`src/rtl/mac_pkg.sv`:
```
// Shared definitions for the dot-product MAC controller: FSM encoding and
// default widths used by mac_core and mac_dot_ctrl.
package mac_pkg;

    typedef enum logic [1:0] {
        ST_IDLE = 2'd0,
        ST_RUN  = 2'd1,
        ST_DONE = 2'd2
    } mac_state_t;

    localparam int DEF_DATA_WIDTH = 2;
    localparam int DEF_ACC_WIDTH  = 8;
    localparam int DEF_LEN_WIDTH  = 4;

endpackage

```
`src/rtl/mac_core.sv`:
```
// Unsigned multiply-accumulate register: acc <= acc + a*b when enabled,
// synchronous clear, and the carry out of the (ACC_WIDTH+1)-bit sum.
module mac_core
    import mac_pkg::*;
#(
    parameter int DATA_WIDTH = DEF_DATA_WIDTH,
    parameter int ACC_WIDTH  = DEF_ACC_WIDTH
) (
    input  logic                  clk,
    input  logic                  reset,
    input  logic                  i_clr,
    input  logic                  i_en,
    input  logic [DATA_WIDTH-1:0] i_a,
    input  logic [DATA_WIDTH-1:0] i_b,
    output logic [ACC_WIDTH-1:0]  o_acc,
    output logic                  o_carry
);

    logic [2*DATA_WIDTH-1:0] w_prod;
    logic [ACC_WIDTH:0]      w_sum;
    logic [ACC_WIDTH-1:0]    r_acc;

    assign w_prod  = i_a * i_b;
    // One extra bit so the caller can see the wrap as a carry.
    assign w_sum   = {1'b0, r_acc} + (ACC_WIDTH+1)'(w_prod);
    assign o_carry = w_sum[ACC_WIDTH];
    assign o_acc   = r_acc;

    always_ff @(posedge clk) begin
        if (!reset) begin
            r_acc <= '0;
        end else if (i_clr) begin
            r_acc <= '0;
        end else if (i_en) begin
            r_acc <= w_sum[ACC_WIDTH-1:0];
        end
    end

endmodule

```
`src/rtl/mac_dot_ctrl.sv`:
```
// Dot-product controller: accepts len operand pairs over a valid/ready
// handshake, accumulates a*b in mac_core and returns the sum with sticky overflow.
module mac_dot_ctrl
    import mac_pkg::*;
#(
    parameter int DATA_WIDTH = DEF_DATA_WIDTH,
    parameter int ACC_WIDTH  = DEF_ACC_WIDTH,
    parameter int LEN_WIDTH  = DEF_LEN_WIDTH
) (
    input  logic                  clk,
    input  logic                  reset,
    input  logic                  start,
    input  logic [LEN_WIDTH-1:0]  len,
    output logic                  busy,
    input  logic                  in_valid,
    output logic                  in_ready,
    input  logic [DATA_WIDTH-1:0] a,
    input  logic [DATA_WIDTH-1:0] b,
    output logic                  res_valid,
    input  logic                  res_ready,
    output logic [ACC_WIDTH-1:0]  result,
    output logic                  overflow
);

    mac_state_t           r_state;
    mac_state_t           w_next;
    logic [LEN_WIDTH-1:0] r_cnt;
    logic                 r_ovf;
    logic                 w_clr;
    logic                 w_en;
    logic                 w_carry;
    logic [ACC_WIDTH-1:0] w_acc;

    mac_core #(
        .DATA_WIDTH (DATA_WIDTH),
        .ACC_WIDTH  (ACC_WIDTH)
    ) u_core (
        .clk     (clk),
        .reset   (reset),
        .i_clr   (w_clr),
        .i_en    (w_en),
        .i_a     (a),
        .i_b     (b),
        .o_acc   (w_acc),
        .o_carry (w_carry)
    );

    always_comb begin
        w_next = r_state;
        w_clr  = 1'b0;
        w_en   = 1'b0;
        case (r_state)
            ST_IDLE: begin
                if (start) begin
                    w_clr  = 1'b1;
                    w_next = (len != '0) ? ST_RUN : ST_DONE;
                end
            end
            ST_RUN: begin
                if (in_valid) begin
                    w_en = 1'b1;
                    if (r_cnt == LEN_WIDTH'(1)) begin
                        w_next = ST_DONE;
                    end
                end
            end
            ST_DONE: begin
                if (res_ready) begin
                    w_next = ST_IDLE;
                end
            end
            default: w_next = ST_IDLE;
        endcase
    end

    always_ff @(posedge clk) begin
        if (!reset) begin
            r_state <= ST_IDLE;
            r_cnt   <= '0;
            r_ovf   <= 1'b0;
        end else begin
            r_state <= w_next;
            if (w_clr) begin
                r_cnt <= len;
                r_ovf <= 1'b0;
            end else if (w_en) begin
                r_cnt <= r_cnt - 1'b1;
                r_ovf <= r_ovf | w_carry;
            end
        end
    end

    // Handshake outputs decode the state register only, so in_ready never
    // depends combinationally on in_valid.
    assign busy      = (r_state != ST_IDLE);
    assign in_ready  = (r_state == ST_RUN);
    assign res_valid = (r_state == ST_DONE);
    assign result    = w_acc;
    assign overflow  = r_ovf;

endmodule

```
`config.mk`:
```
export PLATFORM = sky130hd
export DESIGN_NAME = mac_dot_ctrl
export DESIGN_NICKNAME = d
export VERILOG_FILES = /design/src/rtl/mac_pkg.sv /design/src/rtl/mac_core.sv /design/src/rtl/mac_dot_ctrl.sv
export SDC_FILE = /design/constraint.sdc
export NUM_CORES = 1
export LEC_CHECK = 0
export ABC_AREA = 1
export BUFFER_PORTS_ARGS = -buffer_cell sky130_fd_sc_hd__buf_2
export CORE_MARGIN = 3
export CORE_UTILIZATION = 47
export DETAILED_ROUTE_END_ITERATION = 8
export PLACE_DENSITY = 0.82
export SETUP_SLACK_MARGIN = 0.2
export SYNTH_ARGS = -nofsm -noshare
export SYNTH_HDL_FRONTEND = slang
export SYNTH_HIERARCHICAL = 1
export SYNTH_SLANG_ARGS = --single-unit
```
`constraint.sdc`:
```
create_clock -name clk -period 1.99 [get_ports clk]
set_input_delay 0.2985 -clock clk [delete_from_list [all_inputs] [get_ports clk]]
set_output_delay 0.2985 -clock clk [all_outputs]
set_load 0.01 [all_outputs]
```
== Yosys cells after proc, flatten, opt, wreduce, memory -nomap -nowiden ==
Index checks and enable logic that the tools add are counted.
W data, S select, Z words.
Operators by class
  $add $sub $neg: 2
  multiply operators: 1
  eq/ne operators: 7
  multiplexer cells: 12
  bitwise operators: 2
  reductions and logical operators: 6
Operators by type and width (count)
  $mux W2: 5
  $add A8 B4 Y9: 1
  $mux W4: 2
  $pmux W2 S3: 1
  $eq A4 B1 Y1 const B: 1
  $mul A2 B2 Y4: 1
  $mux W1: 4
  $ne A2 B1 Y1 const B: 2
  $ne A2 B2 Y1 const B: 2
  $reduce_and A4 Y1: 1
  $reduce_bool A2 Y1: 2
  $reduce_bool A4 Y1: 1
  $sub A4 B1 Y4 const B: 1
  $eq A2 B1 Y1 const B: 1
  $eq A2 B2 Y1 const B: 1
  $logic_not A2 Y1: 1
  $reduce_or A2 Y1: 1
  $not A1 Y1: 1
  $or A1 B1 Y1: 1
Word-level totals
  flip-flop bits (word level): 15
  input port bits: 13
  output and inout bits: 12
  word-level logic and storage cells: 34

== Logic depth before layout (Yosys ltp) ==
Gate-level depths: netlist (run 1).
  word-level depth: 4
  mapped depth: 11
  depth with buffers taken out: 11

== By module ==
The synthesis (run 1) kept the hierarchy.
Modules (own cells, without submodules)
  mac_core: times used 1, cells each 71, area each 533.0 um^2, sequential area each 160.2 um^2
  mac_dot_ctrl: times used 1, cells each 71, area each 485.5 um^2, sequential area each 140.1 um^2

== Worst setup path before layout (run 1) ==
No wires, ideal clock.
  path type: input-to-reg
  from: in a[0]
  to: reg u_core.r_acc[7] (netlist: u_core/o_acc[7])
  setup time: 113 ps
  arrival: 1775 ps
  data required time: 1877 ps
  path slack: 102 ps
  stages: 11
  buffers on the path: 0
  path through: nand2_1 > inv_1 > fa_1 > ha_1 > fa_1 > nand2_1 > nand2_1 > nand4_2 > nand2_1 > nand2_1 > nor2_1
Between the ends
  longest elaborated chain between the ends: 2
RTL lines
  from (decl): RTL line mac_dot_ctrl.sv:17  | input logic [DATA_WIDTH-1:0] a,
  $mul A2 B2 Y4: RTL line mac_core.sv:23  | assign w_prod = i_a * i_b;
  $add A8 B4 Y9: RTL line mac_core.sv:25  | assign w_sum = {1'b0, r_acc} + (ACC_WIDTH+1)'(w_prod);
  to (signal assigned): RTL line mac_core.sv:35  | r_acc <= w_sum[ACC_WIDTH-1:0];
  to (decl): RTL line mac_core.sv:21  | logic [ACC_WIDTH-1:0] r_acc;
Every way passes these cells.
A chain may end at the register's enable or synchronous reset.

== Worst setup path in the final report (run 1) ==
  from: reg u_core.r_acc[1] (netlist: u_core/o_acc[1])
  to: reg u_core.r_acc[7] (netlist: u_core/o_acc[7])
Between the ends
  longest elaborated chain between the ends: 1
RTL lines (RTL line)
  $add A8 B4 Y9: mac_core.sv:25
Every way passes these cells.

==> results of run 1 <==
==> flip-flops by register name, summed over array words and instances, names as in the netlist <==
register and cells:
u_core/o_acc 8, r_cnt 4, r_state 2, overflow 1
==> repair_timing <==
action	4_1_cts	5_1_grt
setup buffers	1	0
gates cloned	0	0
resized for setup	2	3
endpoints found under the setup margin	5	5
pin swaps	2	3
endpoints found under the hold margin	0	0
==> cells by family (layout without fill, tap and decap cells) <==
group / after synthesis / after routing / share of synthesized area, %
xor+xnor: 3 / 3 / 2.580
fa+ha+maj: 9 / 9 / 12.53
flops: 15 / 15 / 29.48
compound gates: 16 / 16 / 8.230
buf+inv: 27 / 55 / 10.93
simple gates: 72 / 72 / 36.24
==> layer usage <==
metal	share of wire, %	global-route usage [%]	vias up	wire [um]
met5	0	0	-	0
met4	0.44	6.383	0	9
met3	4.5	3.419	2	91
met2	50	30.17	18	1007
met1	45	19.16	437	920
li1	-	-	499	-
==> Yosys cell counts <==
| cell type | number |
|---|---|
| nor2_1 | 12 |
| nor2_2 | 2 |
| nand4_2 | 1 |
| nand2_4 | 2 |
| fa_1 | 2 |
| ha_1 | 7 |
| nand3_4 | 1 |
| nand3_2 | 3 |
| nand3_1 | 11 |
| a21oi_2 | 1 |
| inv_1 | 20 |
| or2_4 | 1 |
| nand2_1 | 34 |
| xor2_1 | 3 |
| dfxtp_1 | 15 |
| buf_6 | 1 |
| clkinv_2 | 2 |
| a21oi_1 | 11 |
| nor3b_1 | 1 |
| nand2_2 | 3 |
| o21ai_1 | 3 |
| inv_2 | 4 |
| o21ai_0 | 1 |
| nor2_4 | 1 |
==> power groups by stage <==
| stage | logic, mW | registers (mW) | clock network (mW) |
|---|---|---|---|
| finish | 0.428 | 0.393 | 0.176 |
| global route | 0.486 | 0.399 | 0.193 |
| global placement | 0.410 | 0.396 | 0 |
| CTS | 0.432 | 0.392 | 0.180 |
| detailed placement | 0.427 | 0.400 | 0 |
| floorplan | 0.334 | 0.392 | 0 |
==> worst max-delay path, stage by stage (launching register included) <==
cell     delay, ns
dfxtp_2       0.34
fa_1          0.44
ha_2          0.20
fa_2          0.36
nand2_2       0.08
nand2_2       0.05
nand4_2       0.07
nand2_1       0.05
nand2_1       0.05
nor2_1        0.04
==> per-stage QoR <==
| stage | instance area [sq um] | setup slack, ns | total power [mW] | utilization [%] |
|---|---|---|---|---|
| after floorplan | 1023 | 0.1924 | 0.7265 | - |
| after global placement | 1166 | 0.04028 | 0.8062 | 58.25 |
| after detailed placement | 1166 | -0.01131 | 0.8265 | 58.25 |
| after CTS | 1201 | 0.1857 | 1.004 | 60.00 |
| after global routing | 1211 | 0.1259 | 1.078 | 60.50 |
| final | 1211 | 0.1994 | 0.9967 | 60.50 |
==> final cells by class <==
type / instances / share of cell area (%)
multi-input cells: 100 / 51.34
inverters: 26 / 8.264
clock buffers: 4 / 2.169
well taps: 27 / 2.789
flip-flops and latches: 15 / 24.90
repair buffers: 25 / 10.54
==> worst min-delay path by stage <==
stage / end / slack [ns] / depth (start not counted)
after detailed placement: overflow$_SDFFE_PP0P_ / 0.44 / 2
after CTS: r_cnt[0]$_SDFFE_PN0P_ / 0.28 / 3
after floorplan: r_cnt[2]$_SDFFE_PN0P_ / 0.40 / 2
after global placement: overflow$_SDFFE_PP0P_ / 0.44 / 2
after global routing: r_state[0]$_SDFFE_PN0P_ / 0.30 / 3
final: r_cnt[0]$_SDFFE_PN0P_ / 0.29 / 3
==> metrics.cfg, run 1 <==
[sta]
period_share_pct = 89.98
fin_hold_ws_ns = 0.2863
tns_ns = 0
fmax_mhz = 558.5
hold_viol_final = 0
rsz0062_at_grt = true
skew_ns = 0.004464
slew-limit-headroom_pct = 79.59
drv_slew = 0
tightest_slew_ns = 0.3057
setup_viol = 0
finalCriticalPeriod_ns = 1.791

[clocking]
clkTransAtPathRegs_ns = 0.09
cts_max_path_buffers = 2
cts_tree = yes
cts-root-buf = clkbuf_4
hold_buffers = 0
numCtsBuffers = 3
cts.sinks = 15
clk_latency_ns = 0.28
h-tree-depth = 1

[worst_setup_path]
critPathCapture = u_core/o_acc[7]$_SDFFE_PP0P_
timing.rr.end = u_core/o_acc[7]$_SDFFE_PP0P_
worstPathArrival_ns = 1.97
rr_worst_depth = 9
worst-setup-path-type = flop to flop
critical_path.endpoint_type = flop
crit_start = u_core/o_acc[1]$_SDFFE_PP0P_
startpoint_type = flop
reg2reg_setup_slack_ns = 0.20
crit_fanout = 2
cp.required_ns = 2.17
r2r_start = u_core/o_acc[1]$_SDFFE_PP0P_

[pwr]
power_density_nw_per_um2 = 822.9
p_leak_nw = 0.6690
internal-power_mw = 0.5863
pwr-share-comb_pct = 42.9
p_clk_share_pct = 17.6
swShare_pct = 41.17
vdd_ir_drop_max_uv = 478.7
power.switching_mw = 0.4104
power_frac_seq_pct = 39.5

[placed_design]
gp_congestion = 0.7974
numPortBuffers = 24
place_hpwl_mm = 1.663
dp_cells = 192

[finish]
multiInputGateArea_sq_um = 621.8
final_cell_count_no_fill = 197
diodes = 0
drive_gt1_share_pct = 32.35
mostFrequentLayoutCells = nand2_1 (32), buf_2 (24), inv_1 (20), dfxtp_1 (14), nor2_1 (12)
fin_nets = 193
area_delta_synth_final_pct = 18.92
register_area_sq_um = 301.5
fillers = 204
final_common_cell = nand2_1

[detailed_routing]
drt_first_iter_violations = 11
routed-via-count = 956
drcViolationCount = 0
postRouteWirelength_mm = 2.029
viasPerCell = 4.853
firstDrtPassIters = 4
antenna_left = 0
wl_per_cell_um = 10.30

[floorplan]
initial_core_util_pct = 50.88
row_count = 16
fp.coreArea_sq_um = 2002
ioPinCount = 25
die_x_um = 52.55
die-area_sq_um = 2762
die_h_um = 52.55

[global_routing]
grt_pass1_wl_mm = 3.477
grt_max_degree = 12
overflow = 0
grt_use_total_pct = 16.79
grt_antenna_before_repair = 0
grt_pass1_vias = 878

[logic_synthesis]
synthTopCellsByArea = dfxtp_1 (29%), nand2_1 (13%), ha_1 (8.6%), inv_1 (7.4%), a21oi_1 (5.4%)
syn-instance-count = 142
ys_seq_elements = 15
synth_fp_nets = 164
ys_seq_area_share_pct = 29.48
synth_top_area_cell = dfxtp_1
avgSynthCellArea_sq_um = 7.172
synth_area_sq_um = 1018
synth_top_area_share_pct = 29.48
ys_types = 24
yosysWarningCount = 6

[run]
cap_violations = 0

[min_path]
hold_path.class = input port to flop
hp-start = len[0]

[run_status]
outcome = complete, no violations

Power figures use the tool's default switching activity.
==> run 2, diff against run 1 <==
- BUFFER_PORTS_ARGS: -buffer_cell sky130_fd_sc_hd__buf_2 -> default
- CORE_UTILIZATION: 47 -> 50
- DONT_BUFFER_PORTS: default -> 1
- PLACE_DENSITY: 0.82 -> 0.76
==> metrics.cfg, run 2 (synthesized netlist as in run 1, its figures left out) <==
[detailed_routing]
wl_per_cell_um = 11.23  ; +9.0%
drt_first_iter_violations = 15  ; +4
postRouteWirelength_mm = 1.920  ; -5.4%
antenna_left = 0  ; unchanged
firstDrtPassIters = 4  ; unchanged
drcViolationCount = 0  ; unchanged
routed-via-count = 850  ; -11%
viasPerCell = 4.971  ; +2.4%

[sta]
hold_viol_final = 0  ; unchanged
tightest_slew_ns = 0.2963  ; -0.009364 ns
drv_slew = 0  ; unchanged
fin_hold_ws_ns = 0.1112  ; -0.1751 ns
rsz0062_at_grt = true
period_share_pct = 89.98  ; about the same
setup_viol = 0  ; unchanged
tns_ns = 0  ; unchanged
skew_ns = 0.006859  ; +0.002395 ns
slew-limit-headroom_pct = 80.22  ; +0.63 points
fmax_mhz = 558.5  ; about the same
finalCriticalPeriod_ns = 1.791  ; +0.00001900 ns
fin_ws_ns = 0.1994  ; -0.00001900 ns

[worst_setup_path]
worst-setup-path-type = flop to flop
critPathTopFamily = adder cells
cpMostUsedCell = nand2_1
crit_fanout = 2  ; unchanged
worstPathArrival_ns = 1.97  ; about the same
slowest_delay_ns = 0.43  ; about the same
critical_path.endpoint_type = flop
startpoint_type = flop
worst_path_max_delay_cell = fa_2
path_buf_inv = 0  ; unchanged
crit_chain = fa_2 > ha_2 > fa_2 > nand2_1 > nand2_2 > nand4_2 > nand2_1 > nand2_1 > nor2_1
cp.required_ns = 2.17  ; about the same

[finish]
fin_nets = 169  ; -12%
final_cell_count_no_fill = 171  ; -13%
mostFrequentLayoutCells = nand2_1 (33), inv_1 (20), dfxtp_1 (13), nor2_1 (12)
final_common_cell = nand2_1
largest_register_ffs = 8  ; unchanged
fin_area_sq_um = 1091  ; -9.9%
fin_util_pct = 59.93  ; -0.57 points
area_delta_synth_final_pct = 7.126
fillers = 183  ; -10%
drive_gt1_share_pct = 22.60  ; -9.8 points
diodes = 0  ; unchanged

[min_path]
hold_path.class = input port to flop

[floorplan]
die_x_um = 51.13  ; -2.7%
fp.coreArea_sq_um = 1821  ; -9.1%
die-area_sq_um = 2614  ; -5.3%
ioPinCount = 25  ; unchanged
row_count = 15  ; -1
initial_core_util_pct = 55.95  ; +5.1 points
die_h_um = 51.13  ; -2.7%

[global_routing]
grt_antenna_before_repair = 0  ; unchanged
grt_pass1_wl_mm = 3.132  ; -9.9%
grt_max_degree = 12  ; unchanged
overflow = 0  ; unchanged
grt_use_total_pct = 15.67  ; -1.1 points
grt_pass1_vias = 766  ; -13%

[clocking]
cts_tree = yes
clkTransAtPathRegs_ns = 0.10  ; about the same
cts_max_path_buffers = 2  ; unchanged
numCtsBuffers = 3  ; unchanged
h-tree-depth = 1  ; unchanged
cts.sinks = 15  ; unchanged
hold_buffers = 0  ; unchanged
post_cts_buffers = 0  ; -1
clk_latency_ns = 0.28  ; about the same
cts-root-buf = clkbuf_4

[placed_design]
numPortBuffers = 0  ; -100%
place_hpwl_mm = 1.543  ; -7.2%
gp_congestion = 0.7544  ; -5.4%
dp_cells = 167  ; -13%
dp_slack_ns = 0.09178  ; +0.1031 ns
place_area_sq_um = 1051  ; -9.9%

[pwr]
power_density_nw_per_um2 = 875.0  ; +6.3%
total_power_mw = 0.9547  ; -4.2%
vdd_ir_drop_max_uv = 620.0  ; +30%
p_leak_nw = 0.5575  ; -17%

[run]
cap_violations = 0  ; unchanged

[run_status]
outcome = complete, no violations

-- run 2: power breakdown --
| group | total (mW) | switching [mW] | internal [mW] |
|---|---|---|---|
| Sequential | 0.395 | 0.0527 | 0.342 |
| Clock | 0.177 | 0.102 | 0.0745 |
| Combinational | 0.383 | 0.243 | 0.140 |
| Total | 0.955 | 0.399 | 0.556 |
-- run 2: what timing repair did --
action                                  in CTS  in global routing
pin swaps                                    2                  2
gates resized for setup                      1                  5
endpoints found under the setup margin       5                  5
-- run 2: final timing paths --
| path | start | endpoint | slack (ns) | cells after the start |
|---|---|---|---|---|
| max | u_core/o_acc[1]$_SDFFE_PP0P_ | u_core/o_acc[7]$_SDFFE_PP0P_ | 0.20 | 9 |
| min reg2reg | overflow$_SDFFE_PP0P_ | overflow$_SDFFE_PP0P_ | 0.50 | 2 |
| min | reset | r_state[0]$_SDFFE_PN0P_ | 0.11 | 2 |
| max reg2reg | u_core/o_acc[1]$_SDFFE_PP0P_ | u_core/o_acc[7]$_SDFFE_PP0P_ | 0.20 | 9 |
-- run 2: cell type report --
class	count	area, sq um	area share [%]
clock buffer	3	22.52	2.064
clock inverter	1	5.005	0.4587
inverter	26	100.1	9.174
multi-input combinational	100	621.8	57.00
sequential	15	302.8	27.75
tap	25	31.28	2.867
timing repair buffer	1	7.507	0.6881
-- run 2: per-layer routing --
layer	vias up	wire, um	GRT usage, %
met2	21	911	24.46
li1	457	-	-
met3	2	140	4.956
met5	-	0	0
met4	0	17	6.726
met1	370	851	19.71
